<file path="config.mk">
export PLATFORM = sky130hd
export DESIGN_NAME = move_repeat_input
export DESIGN_NICKNAME = d
export VERILOG_FILES = /design/src/rtl/move_repeat_input.sv
export SDC_FILE = /design/constraint.sdc
export NUM_CORES = 1
export LEC_CHECK = 0
export BUFFER_PORTS_ARGS = -buffer_cell sky130_fd_sc_hd__buf_2
export CORE_MARGIN = 3
export CORE_UTILIZATION = 44
export DETAILED_ROUTE_END_ITERATION = 7
export SLEW_MARGIN = 20
export SYNTH_ARGS = -nofsm -noshare
export SYNTH_HDL_FRONTEND = slang
export SYNTH_SLANG_ARGS = --single-unit
export TNS_END_PERCENT = 50
</file>
<file path="constraint.sdc">
create_clock -name Clock -period 3.7 [get_ports Clock]
set_input_delay 0.37 -clock Clock [delete_from_list [all_inputs] [get_ports Clock]]
set_output_delay 0.37 -clock Clock [all_outputs]
set_load 0.05 [all_outputs]
</file>
<file path="src/rtl/move_repeat_input.sv">
// move_repeat_input: PS/2 WASD/arrow decoder for the step-sequencer cursor.
// Emits one-cycle move pulses with auto-repeat and a one-shot Enter command.
// Ports:
//   Clock, nReset        - system clock, async active-low reset
//   Enable               - accept key actions; low clears outputs and held state
//   data[7:0], data_en   - scan-code byte and its one-cycle valid strobe
//   Direction[3:0]       - one-hot move pulse (0 up, 1 down, 2 left, 3 right)
//   Command              - one-cycle Enter pulse
//   Held[3:0]            - one-hot level of the currently held direction
module move_repeat_input #(
    parameter int REPEAT_DELAY  = 25_000_000,
    parameter int REPEAT_PERIOD = 5_000_000,
    parameter int REPEAT_EN     = 1
) (
    input  logic       Clock,
    input  logic       nReset,
    input  logic       Enable,
    input  logic [7:0] data,
    input  logic       data_en,
    output logic [3:0] Direction,
    output logic       Command,
    output logic [3:0] Held
);

    localparam int MAX_RELOAD = (REPEAT_DELAY > REPEAT_PERIOD) ?
                                REPEAT_DELAY : REPEAT_PERIOD;
    localparam int CW = $clog2(MAX_RELOAD) + 1;
    localparam logic [CW-1:0] LOAD_DELAY  = CW'(REPEAT_DELAY);
    localparam logic [CW-1:0] LOAD_PERIOD = CW'(REPEAT_PERIOD);
    localparam logic [CW-1:0] CNT_ONE     = CW'(1);

    typedef enum logic [1:0] {
        S_IDLE,
        S_EXT,
        S_BRK,
        S_EXT_BRK
    } state_t;

    state_t state, state_next;

    logic [3:0]    make_dir;
    logic [3:0]    brk_dir;
    logic          make_ent;
    logic          brk_ent;
    logic          enter_held;
    logic [CW-1:0] cnt;

    function automatic logic [3:0] plain_dir(input logic [7:0] c);
        case (c)
            8'h1D:   return 4'b0001;
            8'h1B:   return 4'b0010;
            8'h1C:   return 4'b0100;
            8'h23:   return 4'b1000;
            default: return 4'b0000;
        endcase
    endfunction

    function automatic logic [3:0] ext_dir(input logic [7:0] c);
        case (c)
            8'h75:   return 4'b0001;
            8'h72:   return 4'b0010;
            8'h6B:   return 4'b0100;
            8'h74:   return 4'b1000;
            default: return 4'b0000;
        endcase
    endfunction

    always_ff @(posedge Clock or negedge nReset) begin
        if (!nReset) begin
            state <= S_IDLE;
        end else begin
            state <= state_next;
        end
    end

    // Parser runs regardless of Enable so prefixes are never lost.
    always_comb begin
        state_next = state;
        make_dir   = 4'b0000;
        brk_dir    = 4'b0000;
        make_ent   = 1'b0;
        brk_ent    = 1'b0;
        if (data_en) begin
            unique case (state)
                S_IDLE: begin
                    if (data == 8'hE0) begin
                        state_next = S_EXT;
                    end else if (data == 8'hF0) begin
                        state_next = S_BRK;
                    end else begin
                        make_dir = plain_dir(data);
                        make_ent = (data == 8'h5A);
                    end
                end
                S_EXT: begin
                    if (data == 8'hF0) begin
                        state_next = S_EXT_BRK;
                    end else begin
                        make_dir   = ext_dir(data);
                        state_next = S_IDLE;
                    end
                end
                S_BRK: begin
                    brk_dir    = plain_dir(data);
                    brk_ent    = (data == 8'h5A);
                    state_next = S_IDLE;
                end
                S_EXT_BRK: begin
                    brk_dir    = ext_dir(data);
                    state_next = S_IDLE;
                end
            endcase
        end
    end

    // A fresh make outranks both break and expiry, so an expiry that
    // coincides with a new key or a release never produces a pulse.
    always_ff @(posedge Clock or negedge nReset) begin
        if (!nReset) begin
            Direction  <= 4'b0000;
            Command    <= 1'b0;
            Held       <= 4'b0000;
            enter_held <= 1'b0;
            cnt        <= '0;
        end else if (!Enable) begin
            Direction  <= 4'b0000;
            Command    <= 1'b0;
            Held       <= 4'b0000;
            enter_held <= 1'b0;
            cnt        <= '0;
        end else begin
            Direction <= 4'b0000;
            Command   <= 1'b0;
            if (make_dir != 4'b0000 && make_dir != Held) begin
                Held      <= make_dir;
                Direction <= make_dir;
                cnt       <= (REPEAT_EN != 0) ? LOAD_DELAY : '0;
            end else if (brk_dir != 4'b0000 && brk_dir == Held) begin
                Held <= 4'b0000;
                cnt  <= '0;
            end else if (REPEAT_EN != 0 && Held != 4'b0000) begin
                if (cnt == CNT_ONE) begin
                    Direction <= Held;
                    cnt       <= LOAD_PERIOD;
                end else if (cnt != '0) begin
                    cnt <= cnt - CNT_ONE;
                end
            end
            if (make_ent) begin
                Command    <= !enter_held;
                enter_held <= 1'b1;
            end else if (brk_ent) begin
                enter_held <= 1'b0;
            end
        end
    end

endmodule
</file>
After elaboration in Yosys (flattened, before gate mapping)

Cells that the tools add are included.

Flip-flop bits (word level): 38
Word-level logic and storage cells: 78
Output and inout bits: 9
Input bits: 12

Add/subtract/negate cells: 1
Mux-type cells: 38
Reductions and logical operators: 11
Eq/ne operators: 22

Operator list:

| kind                  | number |
|---|---|
| $mux 26               | 6 |
| $mux 4                | 13 |
| $eq 8x7->1 const B    | 5 |
| $pmux 4 s4            | 2 |
| $eq 26x1->1 const B   | 1 |
| $reduce_bool 26->1    | 1 |
| $sub 26x1->26 const B | 1 |
| $eq 8x5->1 const B    | 3 |
| $eq 8x8->1 const B    | 2 |
| $pmux 4 s2            | 2 |
| $reduce_bool 4->1     | 3 |
| $mux 1                | 11 |
| $eq 8x6->1 const B    | 1 |
| $mux 2                | 3 |
| $ne 3x1->1 const B    | 2 |
| $pmux 2 s3            | 1 |
| $ne 5x1->1 const B    | 1 |
| $eq 2x2->1 const B    | 2 |
| $eq 4x4->1            | 1 |
| $ne 4x1->1 const B    | 1 |
| $ne 4x4->1            | 1 |
| $reduce_and 2->1      | 2 |
| $ne 3x3->1 const B    | 1 |
| $eq 2x1->1 const B    | 1 |
| 4 further kinds       | 5 |

Logic depth before layout (Yosys ltp)

Gate-level depths: netlist (run 1).

Depth after elaboration: 10
Mapped depth: 10
Depth with buffers taken out: 9

Worst setup path after synthesis (run 1)

Ideal clock, no wire load.

Kind: input to register
Start: in data[5]
End: reg Direction[3]
Arrival time: 2,561 ps
Setup slack: 1,018 ps
Stages on the path: 8
Path buffers: 1
Cell sequence: clkbuf_1 > or4b_1 > a2111oi_2 > xnor2_1 > o21ai_1 > o311ai_2 > nor4_1 > a41o_1

Cells in the longest elaborated chain, start to end: 10
Elaborated cells between the ends (all ways): 28

RTL lines:

| element                                         | RTL line | text |
|---|---|---|
| from (decl)                                     | 18       | `input logic [7:0] data,` |
| $eq 8x6->1 or $eq 8x5->1 (tied branches)        | 49       | `case (c)` |
| $pmux 4 s4                                      | 49       |  |
| $mux 4                                          | 88       | `end else if (data == 8'hF0) begin` |
| $mux 4                                          | 86       | `if (data == 8'hE0) begin` |
| $pmux 4 s2                                      | 84       | `unique case (state)` |
| $mux 4                                          | 83       | `if (data_en) begin` |
| $ne 4x4->1 or $reduce_bool 4->1 (tied branches) | 134      | `if (make_dir != 4'b0000 && make_dir != Held) begin` |
| $logic_and 1x1->1                               | 134      |  |
| $mux 4 *                                        | 134      |  |
| $mux 4 *                                        | 125      | `end else if (!Enable) begin` |
| to (signal assigned)                            | 136      | `Direction <= make_dir;` |
| to (signal assigned)                            | 143      | `Direction <= Held;` |
| to (decl)                                       | 20       | `output logic [3:0] Direction,` |

Mark *: on every way between the ends. The rest lies on a longest branch, timed or not.
A chain may end at the register's enable or synchronous reset.

Worst setup path in the final report (run 1)

Start: reg cnt[14]
End: reg cnt[14]

Cells in the longest elaborated chain, start to end: 7
Elaborated cells between the ends (all ways): 11

RTL lines:

| element                | RTL line | text |
|---|---|---|
| from (decl)            | 46       | `logic [CW-1:0] cnt;` |
| from (signal assigned) | 137      | `cnt <= (REPEAT_EN != 0) ? LOAD_DELAY : '0;` |
| from (signal assigned) | 146      | `cnt <= cnt - CNT_ONE;` |
| $sub 26x1->26          | 146      |  |
| $mux 26                | 145      | `end else if (cnt != '0) begin` |
| $mux 26                | 142      | `if (cnt == CNT_ONE) begin` |
| $mux 26                | 141      | `end else if (REPEAT_EN != 0 && Held != 4'b0000) begin` |
| $mux 26                | 138      | `end else if (brk_dir != 4'b0000 && brk_dir == Held) begin` |
| $mux 26                | 134      |  |
| $mux 26                | 125      |  |

Several ways; a longest one is shown, not always the timed one. The select of a mux whose other input is x is not followed.

==> results of run 1 <==
==> worst min path at each step <==
stage                     cells past startpoint      endpoint       start
after detailed placement                      1       Command  enter_held
after floorplan                               0       Command      nReset
after global routing                          1  Direction[2]      nReset
final                                         1       Command      nReset
after CTS                                     1        cnt[8]      nReset
after global placement                        1       Command  enter_held
==> per-layer routing <==
layer  share of wire  vias up
li1                -     1246
met2            0.42       86
met3           0.067        7
met4          0.0090        0
met5               0        -
met1            0.50     1220
==> stage by stage <==
stage	std cells	hold slack [ps]	setup slack, ps	utilization	power [W]
floorplan	314	74.41	1018	-	0.0005112
global placement	401	429.2	622.6	0.4902	0.0005457
detailed placement	401	434.8	513.3	0.4902	0.0005458
CTS	409	205.1	809.8	0.5140	0.0009886
global route	409	239.3	563.9	0.5140	0.001020
finish	409	179.6	780.2	0.5140	0.0009859
==> sequential cells by signal, summed over array words and instances, names as in the netlist <==
| name | cells |
|---|---|
| Direction | 4 |
| Command | 1 |
| enter_held | 1 |
| Held | 4 |
| state | 2 |
| cnt | 26 |
==> cell type report <==
| class | instances | share of cell area |
|---|---|---|
| Clock inverter | 2 | 0.01950 |
| Multi-Input combinational cell | 250 | 0.5490 |
| Tap cell | 75 | 0.03048 |
| Timing Repair Buffer | 29 | 0.05445 |
| Inverter | 9 | 0.01097 |
| Sequential cell | 38 | 0.3088 |
| Clock buffer | 6 | 0.02682 |
==> cells by family (layout without fill, tap and decap cells) <==
group,after synthesis,after routing
simple gates,158,158
compound gates,72,72
flops,38,38
buf+inv,26,46
xor+xnor,16,16
fa+ha+maj,2,2
mux,2,2
==> cells in the final DEF (no fill, tap or decap), drive strengths merged, types with 5 or more instances in the layout <==
master / instances
nor2: 39
nor4: 16
nand2: 14
nand3: 11
a211oi: 6
clkbuf: 6
a21oi: 5
or3: 9
nand2b: 5
xor2: 5
dfrtp: 38
nor3: 18
nand4: 6
inv: 9
xnor2: 11
buf: 29
o21ai: 11
or4: 8
a21o: 7
==> worst max-delay path, stage by stage, from the launching register on <==
cell	delay, ps
dfrtp_1	440
or4_1	550
nor4_1	410
and4b_1	320
nor2_1	220
o41ai_2	390
nand2_1	230
o22a_1	250
==> report_power, final <==
| group | leakage (nW) | internal [W] | switching, W |
|---|---|---|---|
| Clock | 0.0714 | 0.000288 | 0.000159 |
| Sequential | 0.527 | 0.000419 | 0.00000707 |
| Combinational | 0.828 | 0.0000414 | 0.0000713 |
==> flow_summary.json, run 1 <==
{
  "crit_required_ps": 3890,
  "cts_tree": "done",
  "period_minus_slack_ps": 2920,
  "via_per_inst": 6.257,
  "firstDrtPassIters": 5,
  "netlist.area_leader.share": 0.3453,
  "synth_edf_count": 0,
  "grt_overflow": 0,
  "wl_per_cell_um": 17.74,
  "initial_core_util": 0.4597,
  "critPathArrivalTime_ps": 3110,
  "synth_top_family_by_area": "simple AND/OR/NAND/NOR gates",
  "critPathMaxFanout": 10,
  "yosys.area_share.simple": 0.3344,
  "drive_gt1_frac": 0.1677,
  "synth_compound_area_frac": 0.2117,
  "yosysWarnings": 0,
  "hold_path_class": "input pin to async pin",
  "drv_cap": 0,
  "synthesis.area_sq_um": 2754,
  "setup_viol": 0,
  "async_reset_ff_frac": 1.000,
  "htree_num_levels": 2,
  "synth_cells": 314,
  "ir_drop_mv": 0.2170,
  "critPathLaunch": "cnt[14]",
  "worstMarginPinSlew_ps": 913.9,
  "synth_area_leaders": "dfrtp_1 35%, nor2_1 5.2%, xnor2_1 3.5%, nor3_1 3.3%, nor4_1 3.2%",
  "dieArea_sq_um": 7244,
  "ios": 21,
  "cp-start-kind": "flip-flop",
  "synthAdderAreaFrac": 0.009087,
  "yosys_most_used_dff": "dfrtp_1",
  "hold_viol_final": 0,
  "status": "finished clean",
  "place_area_sq_um": 2937,
  "cts_buffer_depth": 2,
  "fin_nets": 347,
  "synthTopCellsByCount": "38 x dfrtp_1, 38 x nor2_1, 18 x nor3_1, 14 x nand2_1, 14 x nor4_1",
  "multi_input_area_sq_um": 1690,
  "ys_seq_area_frac": 0.3453,
  "routed_wl_um": 7254,
  "rsz0062_at_grt": "no",
  "die_h_um": 85.11,
  "met1_usage": 0.3268,
  "drtIter0Drc": 195,
  "r2r_cells": 7,
  "postCtsSetupRepairBufs": 0,
  "timing.final.crit_share": 0.7891,
  "syn_to_final_growth_pct": 11.81,
  "vias": 2559,
  "rrSetupSlack_ps": 780,
  "final_area_sq_um": 3079,
  "end_kind": "flip-flop",
  "postCtsHoldBufs": 0,
  "dieWidth_um": 85.11,
  "grt_max_degree": 39,
  "fin_skew_ps": 6.306,
  "path_class": "flip-flop to flip-flop",
  "powerDensity_nw_per_um2": 320.2,
  "worstSkewPairLatency_ps": 300,
  "cts-root-buf": "clkbuf_8",
  "synth-seq-cells": 38,
  "synth_nets": 328,
  "grt_antenna_before_repair": 0,
  "num_rows": 28,
  "seq_area_sq_um": 950.9,
  "slew_violations": 0,
  "diodes": 0,
  "use_met2": 0.2959,
  "gp_congestion": 0.8912,
  "synth_xor_area_frac": 0.05089,
  "antenna_left": 0,
  "max_freq_mhz": 342.5,
  "grt_pass1_vias": 2361,
  "cts.sinks": 38,
  "critPathCapture": "cnt[14]",
  "power_leakage_nw": 1.426,
  "drc_errors": 0,
  "portBuffers": 20,
  "synth_cell_types": 69,
  "setup_tns_ps": 0,
  "post-dp-hpwl_um": 5341,
  "grtUsageTotal": 0.2116,
  "slew_headroom": 0.3824,
  "core-area_sq_um": 5991,
  "synth.avg_cell_area_sq_um": 8.770,
  "final.fill_count": 544,
  "cts-buffers-inserted": 5,
  "grt_use_met3": 0.05243,
  "r2r-end": "cnt[14]",
  "muxShareOfSynthArea": 0.007724,
  "cts_resized": 0,
  "r2r_start": "cnt[14]",
  "cts.clk_slew.worst_paths_ps": 70,
  "top_usage_layer": "met1",
  "grt_pass1_wl_um": 12280,
  "yosysTopAreaCell": "dfrtp_1"
}
(Power assumes the default switching activity.)
==> inputs of run 2 (changes only) <==
clock period = 2.51 ns   (was 3.7 ns; I/O delays follow)
==> run 2 against run 1 <==
  * The run now ends with negative setup slack left
  * Global-route usage is 3.2 points higher
  * Total power is 37% higher
  * Final cell count is 20% higher
  * Clock-buffer cell count is 1 higher
  * Clock skew is 9.6 ps higher
  * Utilization is 13 points higher
  * First-iteration DRC count is 5.6% lower
  * Worst setup slack worse by 860 ps
  * Clock power is 3% higher
  * Combinational power is 140% higher
==> flow_summary.json, run 2 (same netlist as run 1, synthesis figures left out) <==
{
  "slew_violations": 0,
  "end_kind": "flip-flop",
  "status": "finished with violations",
  "worstSkewPairLatency_ps": 300,
  "wl_per_cell_um": 17.05,
  "vias": 2920,
  "hold_path_class": "input pin to async pin",
  "grt_max_degree": 39,
  "final_util": 0.6431,
  "rrSetupSlack_ps": -80,
  "dieArea_sq_um": 7244,
  "slew_headroom": 0.4022,
  "cts.sinks": 38,
  "cts-buffers-inserted": 5,
  "r2r_cells": 8,
  "powerDensity_nw_per_um2": 351.5,
  "antenna_left": 0,
  "violations": "negative setup slack",
  "postCtsHoldBufs": 0,
  "via_per_inst": 5.959,
  "slowest_stage": "or4_4",
  "fin_ws_ps": -78.52,
  "ir_drop_mv": 0.3670,
  "critPathMaxFanout": 5,
  "final_common_cell": "buf_4",
  "syn_to_final_growth_pct": 39.89,
  "max_freq_mhz": 386.3,
  "setup_viol": 13,
  "fin_cells": 490,
  "rsz0062_at_grt": "yes",
  "largest_register_ff_count": 26,
  "grt_pass1_vias": 2950,
  "critical_path.cell_chain": "or4_4 > or3_4 > or4_4 > o21ai_4 > buf_6 > nor2_4 > a211oi_2 > o22a_1",
  "gp_congestion": 0.9271,
  "drc_errors": 0,
  "r2r_start": "cnt[6]",
  "path_class": "flip-flop to flip-flop",
  "core-area_sq_um": 5991,
  "htree_num_levels": 2,
  "top_regs": "cnt (26), Direction (4), Held (4)",
  "dieWidth_um": 85.11,
  "cts_tree": "done",
  "worstMarginPinSlew_ps": 896.7,
  "routed_wl_um": 8353,
  "power_leakage_nw": 1.861,
  "place_area_sq_um": 3568,
  "fin_skew_ps": 15.94,
  "initial_core_util": 0.4597,
  "setup_tns_ps": -524.7,
  "period_minus_slack_ps": 2589,
  "grt_antenna_before_repair": 0,
  "fin_nets": 428,
  "firstDrtPassIters": 4,
  "drive_gt1_frac": 0.3855,
  "cts_buffer_depth": 2,
  "critPathArrivalTime_ps": 2830,
  "layout_common_cells": "82 x buf_4, 38 x dfrtp_1, 34 x nor2_1",
  "num_rows": 28,
  "timing.final.crit_share": 1.031,
  "dp_cells": 477,
  "cp-start-kind": "flip-flop",
  "final_area_sq_um": 3852,
  "portBuffers": 20,
  "r2r-end": "cnt[19]",
  "hold_viol_final": 0,
  "crit_required_ps": 2750,
  "diodes": 0,
  "critPathMaxStageDelay_ps": 560,
  "grtUsageTotal": 0.2440,
  "ios": 21,
  "cts-root-buf": "clkbuf_8",
  "drtIter0Drc": 184,
  "crit_top_cell": "or4_4",
  "grt_overflow": 0,
  "die_h_um": 85.11,
  "drv_cap": 0,
  "post-dp-hpwl_um": 6199,
  "cts.clk_slew.worst_paths_ps": 90,
  "grt_pass1_wl_um": 14170,
  "regMostFlops": "cnt"
}
[run 2: cell count changes in the layout (fill, tap and decap cells not counted), moves of 3 or more]
cell      previous run  this run
or3_1                9         6
a211oi_1             5         2
o21ai_0              8         4
o21ai_1              2         5
buf_4                9        82
or3_4                0         3
buf_6                0         7
nor2_1              38        34
a211oi_2             1         4
[run 2: layout make-up]
class / count / area [sq um]
Timing Repair Buffer: 110 / 814.5
Tap cell: 75 / 93.84
Clock buffer: 7 / 86.33
Fill cell: 490 / 2138
Sequential cell: 38 / 950.9
Multi-Input combinational cell: 250 / 1868
Inverter: 9 / 33.78
Clock inverter: 1 / 5.005
[run 2: per-layer routing]
metal / track usage / wire length, um / vias up
li1: - / - / 1410
met2: 0.4230 / 4106 / 66
met4: 0.07482 / 205 / 0
met3: 0.04757 / 392 / 18
met5: 0 / 0 / -
met1: 0.3054 / 3649 / 1426
[run 2: stage by stage]
| step | worst slack, ps | hold slack [ps] | power (W) |
|---|---|---|---|
| 2_1_floorplan | -123.8 | -44.59 | 0.0007556 |
| 3_3_place_gp | -100.4 | 403.2 | 0.0008726 |
| 3_5_place_dp | -158.9 | 431.1 | 0.0008752 |
| 4_1_cts | -58.68 | 105.3 | 0.001343 |
| 5_1_grt | -152.3 | 131.3 | 0.001417 |
| 6_report | -78.52 | 71.39 | 0.001354 |
[run 2: worst max-delay path, delay by kind of cell, from the launching register on]
kind            cells  cell delay, ps
buf+inv             1             150
simple gates        4            1490
compound gates      3             510
flops               1             380
[run 2: power breakdown]
part | internal (W) | switching, W
registers | 0.000618 | 0.00000444
clock network | 0.000222 | 0.000240
logic | 0.000130 | 0.000139
total | 0.000970 | 0.000384
[run 2: how the worst max path moves through the flow]
stage | slack (ps) | startpoint | to | cells past startpoint
floorplan | -120 | cnt[4] | cnt[20] | 8
finish | -80 | cnt[6] | cnt[19] | 8
CTS | -60 | cnt[9] | cnt[20] | 7
global route | -150 | cnt[6] | cnt[20] | 8
global placement | -100 | cnt[6] | cnt[6] | 7
detailed placement | -160 | data[3] | Direction[0] | 8
[run 2: repair_timing]
item,4_1_cts,5_1_grt
gates resized for setup,14,24
pin swaps,7,11
setup endpoints to repair,25,32
setup buffers,3,2
